File: config.mk
export PLATFORM = sky130hd
export DESIGN_NAME = ingress_header_router
export DESIGN_NICKNAME = d
export VERILOG_FILES = /design/src/rtl/ingress_header_router.sv
export SDC_FILE = /design/constraint.sdc
export NUM_CORES = 1
export LEC_CHECK = 0
export ABC_AREA = 0
export CAP_MARGIN = 5
export CORE_AREA = 2 2 293 295
export CTS_CLUSTER_DIAMETER = 200
export DETAILED_ROUTE_END_ITERATION = 6
export DIE_AREA = 0 0 295 297
export GPL_TIMING_DRIVEN = 0
export PLACE_DENSITY_LB_ADDON = 0.12
export SLEW_MARGIN = 20
export SYNTH_ARGS = -nofsm -noshare
export SYNTH_HDL_FRONTEND = slang
export SYNTH_SLANG_ARGS = --single-unit
export TNS_END_PERCENT = 10
File: constraint.sdc
create_clock -name clk -period 5.7 [get_ports clk]
set_input_delay 0.57 -clock clk [delete_from_list [all_inputs] [get_ports clk]]
set_output_delay 0.57 -clock clk [all_outputs]
set_load 0.02 [all_outputs]
File: src/rtl/ingress_header_router.sv
// ingress_header_router: packet-level AXIS demux placed after the ingress port manager.
// Validates the head-beat header carried in tuser and steers each whole packet to one
// of NUM_PORTS single-register output slots. Malformed or out-of-range packets are dropped.
// Optional statistics counters are enabled by defining INGRESS_ROUTER_STATS_EN; without it
// pkts_routed/pkts_dropped read as zero and routing is unchanged.

package ingress_header_router_pkg;

  typedef struct packed {
    logic        tvalid;
    logic [63:0] tdata;
    logic [7:0]  tkeep;
    logic [63:0] tuser;
    logic        tlast;
  } axis_m2s_t;

  typedef struct packed {
    logic tready;
  } axis_s2m_t;

endpackage

module ingress_header_router #(
  parameter int unsigned NUM_PORTS     = 4,
  parameter logic [15:0] HDR_MAGIC     = 16'hABCD,
  parameter type         AXIS_M2S_TYPE = ingress_header_router_pkg::axis_m2s_t,
  parameter type         AXIS_S2M_TYPE = ingress_header_router_pkg::axis_s2m_t
) (
  input  logic         clk,
  input  logic         rst_n,
  input  AXIS_M2S_TYPE axis_in_m2s,
  output AXIS_S2M_TYPE axis_out_s2m,
  output AXIS_M2S_TYPE fab_out_m2s [NUM_PORTS],
  input  AXIS_S2M_TYPE fab_in_s2m  [NUM_PORTS],
  output logic [31:0]  pkts_routed,
  output logic [31:0]  pkts_dropped
);

  localparam int unsigned RW = (NUM_PORTS > 1) ? $clog2(NUM_PORTS) : 1;

  typedef enum logic [1:0] {
    IDLE = 2'd0,
    FWD  = 2'd1,
    DROP = 2'd2
  } state_t;

  state_t                 r_state;
  state_t                 w_state_nxt;
  logic [RW-1:0]          r_route;
  AXIS_M2S_TYPE           r_slot [NUM_PORTS];
  logic [NUM_PORTS-1:0]   w_slot_free;
  logic                   w_head_valid;
  logic                   w_free_dst;
  logic                   w_free_route;
  logic                   w_tready;
  logic                   w_accept;
  logic                   w_load;
  logic [RW-1:0]          w_load_port;

  // Head-beat header check: magic must match and destination must exist.
  assign w_head_valid = (axis_in_m2s.tuser[31:16] == HDR_MAGIC) &&
                        (axis_in_m2s.tuser[15:8] < 8'(NUM_PORTS));

  // A slot can take a new beat when empty or being drained this cycle.
  always_comb begin
    w_slot_free = '0;
    for (int i = 0; i < NUM_PORTS; i++) begin
      w_slot_free[i] = !r_slot[i].tvalid || fab_in_s2m[i].tready;
    end
  end

  // Select slot availability for the head's destination and for the latched route.
  always_comb begin
    w_free_dst   = 1'b0;
    w_free_route = 1'b0;
    for (int i = 0; i < NUM_PORTS; i++) begin
      w_free_dst   = (axis_in_m2s.tuser[15:8] == 8'(i)) ? w_slot_free[i] : w_free_dst;
      w_free_route = (r_route == RW'(i))               ? w_slot_free[i] : w_free_route;
    end
  end

  // Next-state and input-ready decode; body beats in FWD/DROP never look at tuser.
  always_comb begin
    w_state_nxt = r_state;
    w_tready    = 1'b0;
    case (r_state)
      IDLE: begin
        if (axis_in_m2s.tvalid) begin
          if (w_head_valid) begin
            w_tready = w_free_dst;
            if (w_free_dst && !axis_in_m2s.tlast) begin
              w_state_nxt = FWD;
            end else begin
              w_state_nxt = IDLE;
            end
          end else begin
            w_tready = 1'b1;
            if (!axis_in_m2s.tlast) begin
              w_state_nxt = DROP;
            end else begin
              w_state_nxt = IDLE;
            end
          end
        end else begin
          w_tready = 1'b0;
        end
      end
      FWD: begin
        w_tready = w_free_route;
        if (axis_in_m2s.tvalid && w_free_route && axis_in_m2s.tlast) begin
          w_state_nxt = IDLE;
        end else begin
          w_state_nxt = FWD;
        end
      end
      DROP: begin
        w_tready = 1'b1;
        if (axis_in_m2s.tvalid && axis_in_m2s.tlast) begin
          w_state_nxt = IDLE;
        end else begin
          w_state_nxt = DROP;
        end
      end
      default: begin
        w_state_nxt = IDLE;
        w_tready    = 1'b0;
      end
    endcase
  end

  assign w_accept    = axis_in_m2s.tvalid && w_tready;
  assign w_load      = w_accept && ((r_state == FWD) || ((r_state == IDLE) && w_head_valid));
  assign w_load_port = (r_state == IDLE) ? axis_in_m2s.tuser[8 +: RW] : r_route;

  // Drive the ready back to the port manager.
  always_comb begin
    axis_out_s2m        = '0;
    axis_out_s2m.tready = w_tready;
  end

  // State register.
  always_ff @(posedge clk or negedge rst_n) begin
    if (!rst_n) begin
      r_state <= IDLE;
    end else begin
      r_state <= w_state_nxt;
    end
  end

  // Latch the destination when a valid head is accepted; it steers the body beats.
  always_ff @(posedge clk or negedge rst_n) begin
    if (!rst_n) begin
      r_route <= '0;
    end else if ((r_state == IDLE) && w_head_valid && w_accept) begin
      r_route <= axis_in_m2s.tuser[8 +: RW];
    end
  end

  // Output slots: a new beat wins over a drain, otherwise a drained slot goes empty.
  always_ff @(posedge clk or negedge rst_n) begin
    if (!rst_n) begin
      for (int i = 0; i < NUM_PORTS; i++) begin
        r_slot[i] <= '0;
      end
    end else begin
      for (int i = 0; i < NUM_PORTS; i++) begin
        if (w_load && (w_load_port == RW'(i))) begin
          r_slot[i] <= axis_in_m2s;
        end else if (fab_in_s2m[i].tready) begin
          r_slot[i].tvalid <= 1'b0;
        end
      end
    end
  end

  assign fab_out_m2s = r_slot;

`ifdef INGRESS_ROUTER_STATS_EN
  logic        w_pkt_end;
  logic        w_inc_routed;
  logic        w_inc_dropped;
  logic [31:0] r_pkts_routed;
  logic [31:0] r_pkts_dropped;

  // A packet ends on an accepted tlast; the state decides whether it was kept or dropped.
  assign w_pkt_end     = w_accept && axis_in_m2s.tlast;
  assign w_inc_routed  = w_pkt_end && ((r_state == FWD)  || ((r_state == IDLE) &&  w_head_valid));
  assign w_inc_dropped = w_pkt_end && ((r_state == DROP) || ((r_state == IDLE) && !w_head_valid));

  // Wrapping packet counters.
  always_ff @(posedge clk or negedge rst_n) begin
    if (!rst_n) begin
      r_pkts_routed  <= 32'h0;
      r_pkts_dropped <= 32'h0;
    end else begin
      if (w_inc_routed) begin
        r_pkts_routed <= r_pkts_routed + 32'h1;
      end
      if (w_inc_dropped) begin
        r_pkts_dropped <= r_pkts_dropped + 32'h1;
      end
    end
  end

  assign pkts_routed  = r_pkts_routed;
  assign pkts_dropped = r_pkts_dropped;
`else
  assign pkts_routed  = 32'h0;
  assign pkts_dropped = 32'h0;
`endif

endmodule
Word level (Yosys, flattened, before mapping)
Cells that the tools add are included.

storage, ports and cells
  flip-flop bits (word level) = 556
  input port bits = 144
  output and inout bits = 617
  logic and storage cells = 94

cells by class
  order comparisons = 1
  equal/unequal tests = 13
  multiplexer cells = 27
  reduce and logical (&&, ||, !) cells = 31

operators with widths
  kind                  count
  $mux 1                20
  $eq 16x16->1 const B  1
  $eq 8x2->1 const B    2
  $logic_and 1x1->1     13
  $eq 2x2->1 const B    5
  $mux 2                5
  $eq 8x1->1 const B    1
  $logic_not 8->1       1
  $lt 8x3->1 const B    1
  $reduce_bool 2->1     4
  $eq 2x1->1 const B    3
  $logic_not 2->1       3
  $pmux 2 s3            1
  $logic_not 1->1       5
  $logic_or 1x1->1      5
  $pmux 1 s3            1
  $ne 2x2->1 const B    1

Logic depth before layout (Yosys ltp)
  depth in word-level cells = 13
  gate-level depth with buffers = 9
  gate-level depth less buffers = 5

Worst setup path before layout
No wires, ideal clock.

  path kind = in2reg
  start point = in fab_in_s2m[0] in the netlist's numbering
  end point = reg r_slot, in the netlist fab_out_m2s[153]
  library setup time = 0.128 ns
  arrival = 2.396 ns
  data required time = 5.572 ns
  setup slack = 3.176 ns
  cell stages on the path = 8
  path buffers = 3
  cells stage by stage = nand2b_1 -> mux4_2 -> and4bb_1 -> buf_4 -> o22ai_2 -> buf_4 -> buf_6 -> mux2_1

on the way
  longest elaborated chain between the ends = 8
  elaborated cells between the ends (all ways) = 9
  those cells by class = 5 x mux; 4 x reduce/logical

ends and longest elaborated chain
  element                          RTL line  source
  from (decl)                      34        input AXIS_S2M_TYPE fab_in_s2m [NUM_PORTS],
  $logic_or 1x1->1 (*)             68        w_slot_free[i] = !r_slot[i].tvalid || fab_in_s2m[i].tready;
  $mux 1                           77        w_free_dst = (axis_in_m2s.tuser[15:8] == 8'(i)) ? w_slot_free[i] : w_free_dst;
  $mux 1                           89        if (w_head_valid) begin
  $mux 1                           88        if (axis_in_m2s.tvalid) begin
  $pmux 1 s3 (*)                   86        case (r_state)
  $logic_and 1x1->1 (*)            131       assign w_accept = axis_in_m2s.tvalid && w_tready;
  $logic_and 1x1->1 (*)            132       assign w_load = w_accept && ((r_state == FWD) || ((r_state == IDLE) && w_head_valid));
  $logic_and 1x1->1 (*)            167       if (w_load && (w_load_port == RW'(i))) begin
  to (signal, indexed assignment)  168       r_slot[i] <= axis_in_m2s;
  to (decl)                        50        AXIS_M2S_TYPE r_slot [NUM_PORTS];

Every way passes the cells marked *; elsewhere a longest branch is shown, timed or not.
A chain may end at the register's enable or synchronous reset.

Worst setup path after layout
  start point = in axis_in_m2s[23] in the netlist's numbering
  end point = out axis_out_s2m

on the way
  longest elaborated chain between the ends = 5

ends and longest elaborated chain
  element            RTL line  source
  from (decl)        31        input AXIS_M2S_TYPE axis_in_m2s,
  $eq 16x16->1       61        assign w_head_valid = (axis_in_m2s.tuser[31:16] == HDR_MAGIC) &&
  $logic_and 1x1->1  61
  $mux 1             89
  $mux 1             88
  $pmux 1 s3         86
  to (decl)          32        output AXIS_S2M_TYPE axis_out_s2m,

Every way passes these cells.

==> impl_metrics.ini <==
[floorplanning]
initial_core_util_pct = 25.5
die_h_um = 297
die_area_mm2 = 0.0876
core_mm2 = 0.0845
placementRows = 107
ios = 761
die-width_um = 295

[job]
maxCapViolCount = 0

[detailed_routing]
vias = 13800
wl_um = 74800
drc = 0
ant_nets = 0
routedWlPerCell_um = 22.5
vias_per_cell = 4.16
first_iter_violations = 412
drt_pass1_iterations = 4

[power]
internal-power_w = 0.00683
p_comb_share_pct = 3.8
p_clk_share_pct = 51.1
p_seq_share_pct = 45.1
total_leakage_power_nw = 16.1
vdd_ir_drop_max_uv = 176
p_switching_w = 0.00194
p_per_area_mw_per_mm2 = 267
total_power_w = 0.00877
sw_frac_of_total_pct = 22.1

[clocking]
cts.sinks = 556
insertion_delay_ns = 0.60
cts_root_buffer = clkbuf_16
cts.clk_slew.worst_paths_ns = 0.06
cts_tree = yes
cts-htree-levels = 3
clock_path_buffers = 3
post-cts-setup-buffers = 0
cts_made_buffers = 68
cts_resized = 0

[worst_setup_path]
start_kind = input pin
required_ns = 5.13
endpoint_kind = primary output
path_max_fanout = 6
worstPathArrival_ns = 3.48
critPathKind = input pin to primary output
reg2reg_from = r_route[1]
regToRegEndpoint = fab_out_m2s[445]
r2r_slack_ns = 2.81
r2r_cells = 6

[final_layout]
synthToLayoutAreaGrowth_pct = 51.9
nets = 2262
drive_above_1_share_pct = 22.4
final_util_pct = 38.8

[placement]
io_buffers = 694
gp_congestion = 0.752
hpwl_um = 55900
pre_cts_slack_ns = 1.39

[global_routing]
grt_usage_pct = 17.0
busiest_layer = met2
use_met1_pct = 19.4
grt_first_pass_wirelength_um = 109000
grt_pass1_vias = 15200
grtUsageMet3_pct = 6.14
antenna_found_initial = 3
grt-ovfl-total = 0
grtUsageMet2_pct = 29.3
grt_max_degree = 82

[timing]
fin_ws_ns = 1.65
min_period_ns = 4.05
worstMarginPinSlew_ns = 0.989
final-hold-violation-count = 0
tns_ns = 0
fin_skew_ns = 0.0221
setup_viol = 0
finalCritPeriodShare_pct = 71.1
rsz0062_at_grt = false
max_freq_ghz = 0.247
drv_slew = 0
maxSlewHeadroom_pct = 33.5

[min_path]
hold_path_depth = 2
min_from = axis_in_m2s[10]
hold_path.class = input pin to flop
holdPathEnd = fab_out_m2s[424]

[synthesis]
synth_top_cell_by_area = dfrtp_1
synth_seq_cells = 556
synth.most_common_cell = dfrtp_1
synth_cells = 1282
synth.area.top_cells = dfrtp_1 64%, mux2_1 16%, mux2_2 11%
synth_seq_area_share_pct = 64.5
synth.distinct_cells = 34
synth_edf_count = 0
avgSynthCellArea_um2 = 16.8
synthArstFlopShare_pct = 100
synth_ff_type = dfrtp_1
ys.warnings.count = 0
syn_area_mm2 = 0.0216
synth_top_area_share_pct = 64.5
synthTopCellsByCount = 556 x dfrtp_1, 312 x mux2_1, 218 x mux2_2, 83 x buf_4, 29 x buf_6

[outcome]
status = finished clean
-- worst max-delay path by stage --
stage                    startpoint               end  slack, ns  depth (start not counted)
floorplan             fab_in_s2m[0]  fab_out_m2s[153]       3.18                          8
global placement              rst_n  fab_out_m2s[233]     -21.59                          1
detailed placement  axis_in_m2s[23]  fab_out_m2s[500]       1.39                          8
CTS                 axis_in_m2s[23]      axis_out_s2m       1.53                          6
global route        axis_in_m2s[23]      axis_out_s2m       1.51                          6
finish              axis_in_m2s[23]      axis_out_s2m       1.65                          6
-- routing by layer --
metal  vias to the layer above  wire, um  share of wire [%]
li1                       6108         -                  -
met1                      7108     28700                 38
met2                       482     37400                 50
met3                       113      6460                8.6
met4                         4      2160                2.9
met5                         -        24              0.032
-- cell families (layout without fill, tap and decap cells) --
logic type	Yosys count	count (layout)	share of synthesized area [%]
other cells	1	70	0.0174
simple gates	30	30	0.899
buf+inv	130	955	4.80
compound gates	13	13	0.545
flops	556	556	64.5
mux	552	552	29.3
-- worst max-delay path, stage by stage --
cell and delay [ns]:
clkdlybuf4s50_1 0.68, nor4bb_2 0.82, nand4_1 0.33, o31ai_1 0.32, a22oi_1 0.12, clkdlybuf4s50_1 0.63
-- registers in the layout (all words and copies together), names as in the netlist --
| name | cells |
|---|---|
| r_route | 2 |
| r_state | 2 |
| fab_out_m2s | 552 |
-- cell usage in the layout, fill, tap and decap left out, types with 2 or more instances in the layout --
cell type	count
clkinv_2	4
nor4_1	2
o22ai_2	3
clkinv_4	4
clkbuf_16	70
buf_6	29
bufinv_16	6
buf_16	8
clkdlybuf4s50_1	693
conb_1	64
clkbuf_8	15
mux2_4	20
clkbuf_1	19
mux2_2	218
nand2b_1	4
nand2_1	7
buf_4	83
diode_2	6
nor3b_1	2
mux4_2	2
clkinv_8	3
dfrtp_1	556
nor4b_1	2
inv_1	2
buf_2	15
nor2_1	3
and4b_1	2
mux2_1	312
o21ai_0	3
-- power by group through the flow --
stage / combinational, W / clock (W) / sequential [W]
after floorplan: 0.0000846 / 0 / 0.00402
after global placement: 0.000316 / 0 / 0.00403
after detailed placement: 0.000343 / 0 / 0.00402
after CTS: 0.000345 / 0.00465 / 0.00395
after global routing: 0.000372 / 0.00483 / 0.00395
final: 0.000337 / 0.00448 / 0.00395
-- layout make-up --
class	instances	area (um2)
sequential	556	13900
clock buffer	103	2030
timing repair buffer	703	7180
clock inverter	19	300
inverter	2	7.51
buffer	128	1030
tap	1144	1430
multi-input combinational	659	6870
fill	8014	51700
antenna	6	15.0
-- stage by stage --
stage / instance area [um2] / hold slack (ns) / std cells
4_1_cts: 32800 / 0.239 / 3314
5_1_grt: 32800 / 0.261 / 3315
3_3_place_gp: 30200 / 0.473 / 3183
3_5_place_dp: 30400 / 0.480 / 3191
2_1_floorplan: 21800 / 0.274 / 1345
6_report: 32800 / 0.292 / 3320
-- what timing repair did --
action                                 4_1_cts  5_1_grt
endpoints found under the hold margin       41        0
hold buffers                                 1        0
setup endpoints to repair                    0        0
No activity file was read; power rests on OpenSTA's default activity.
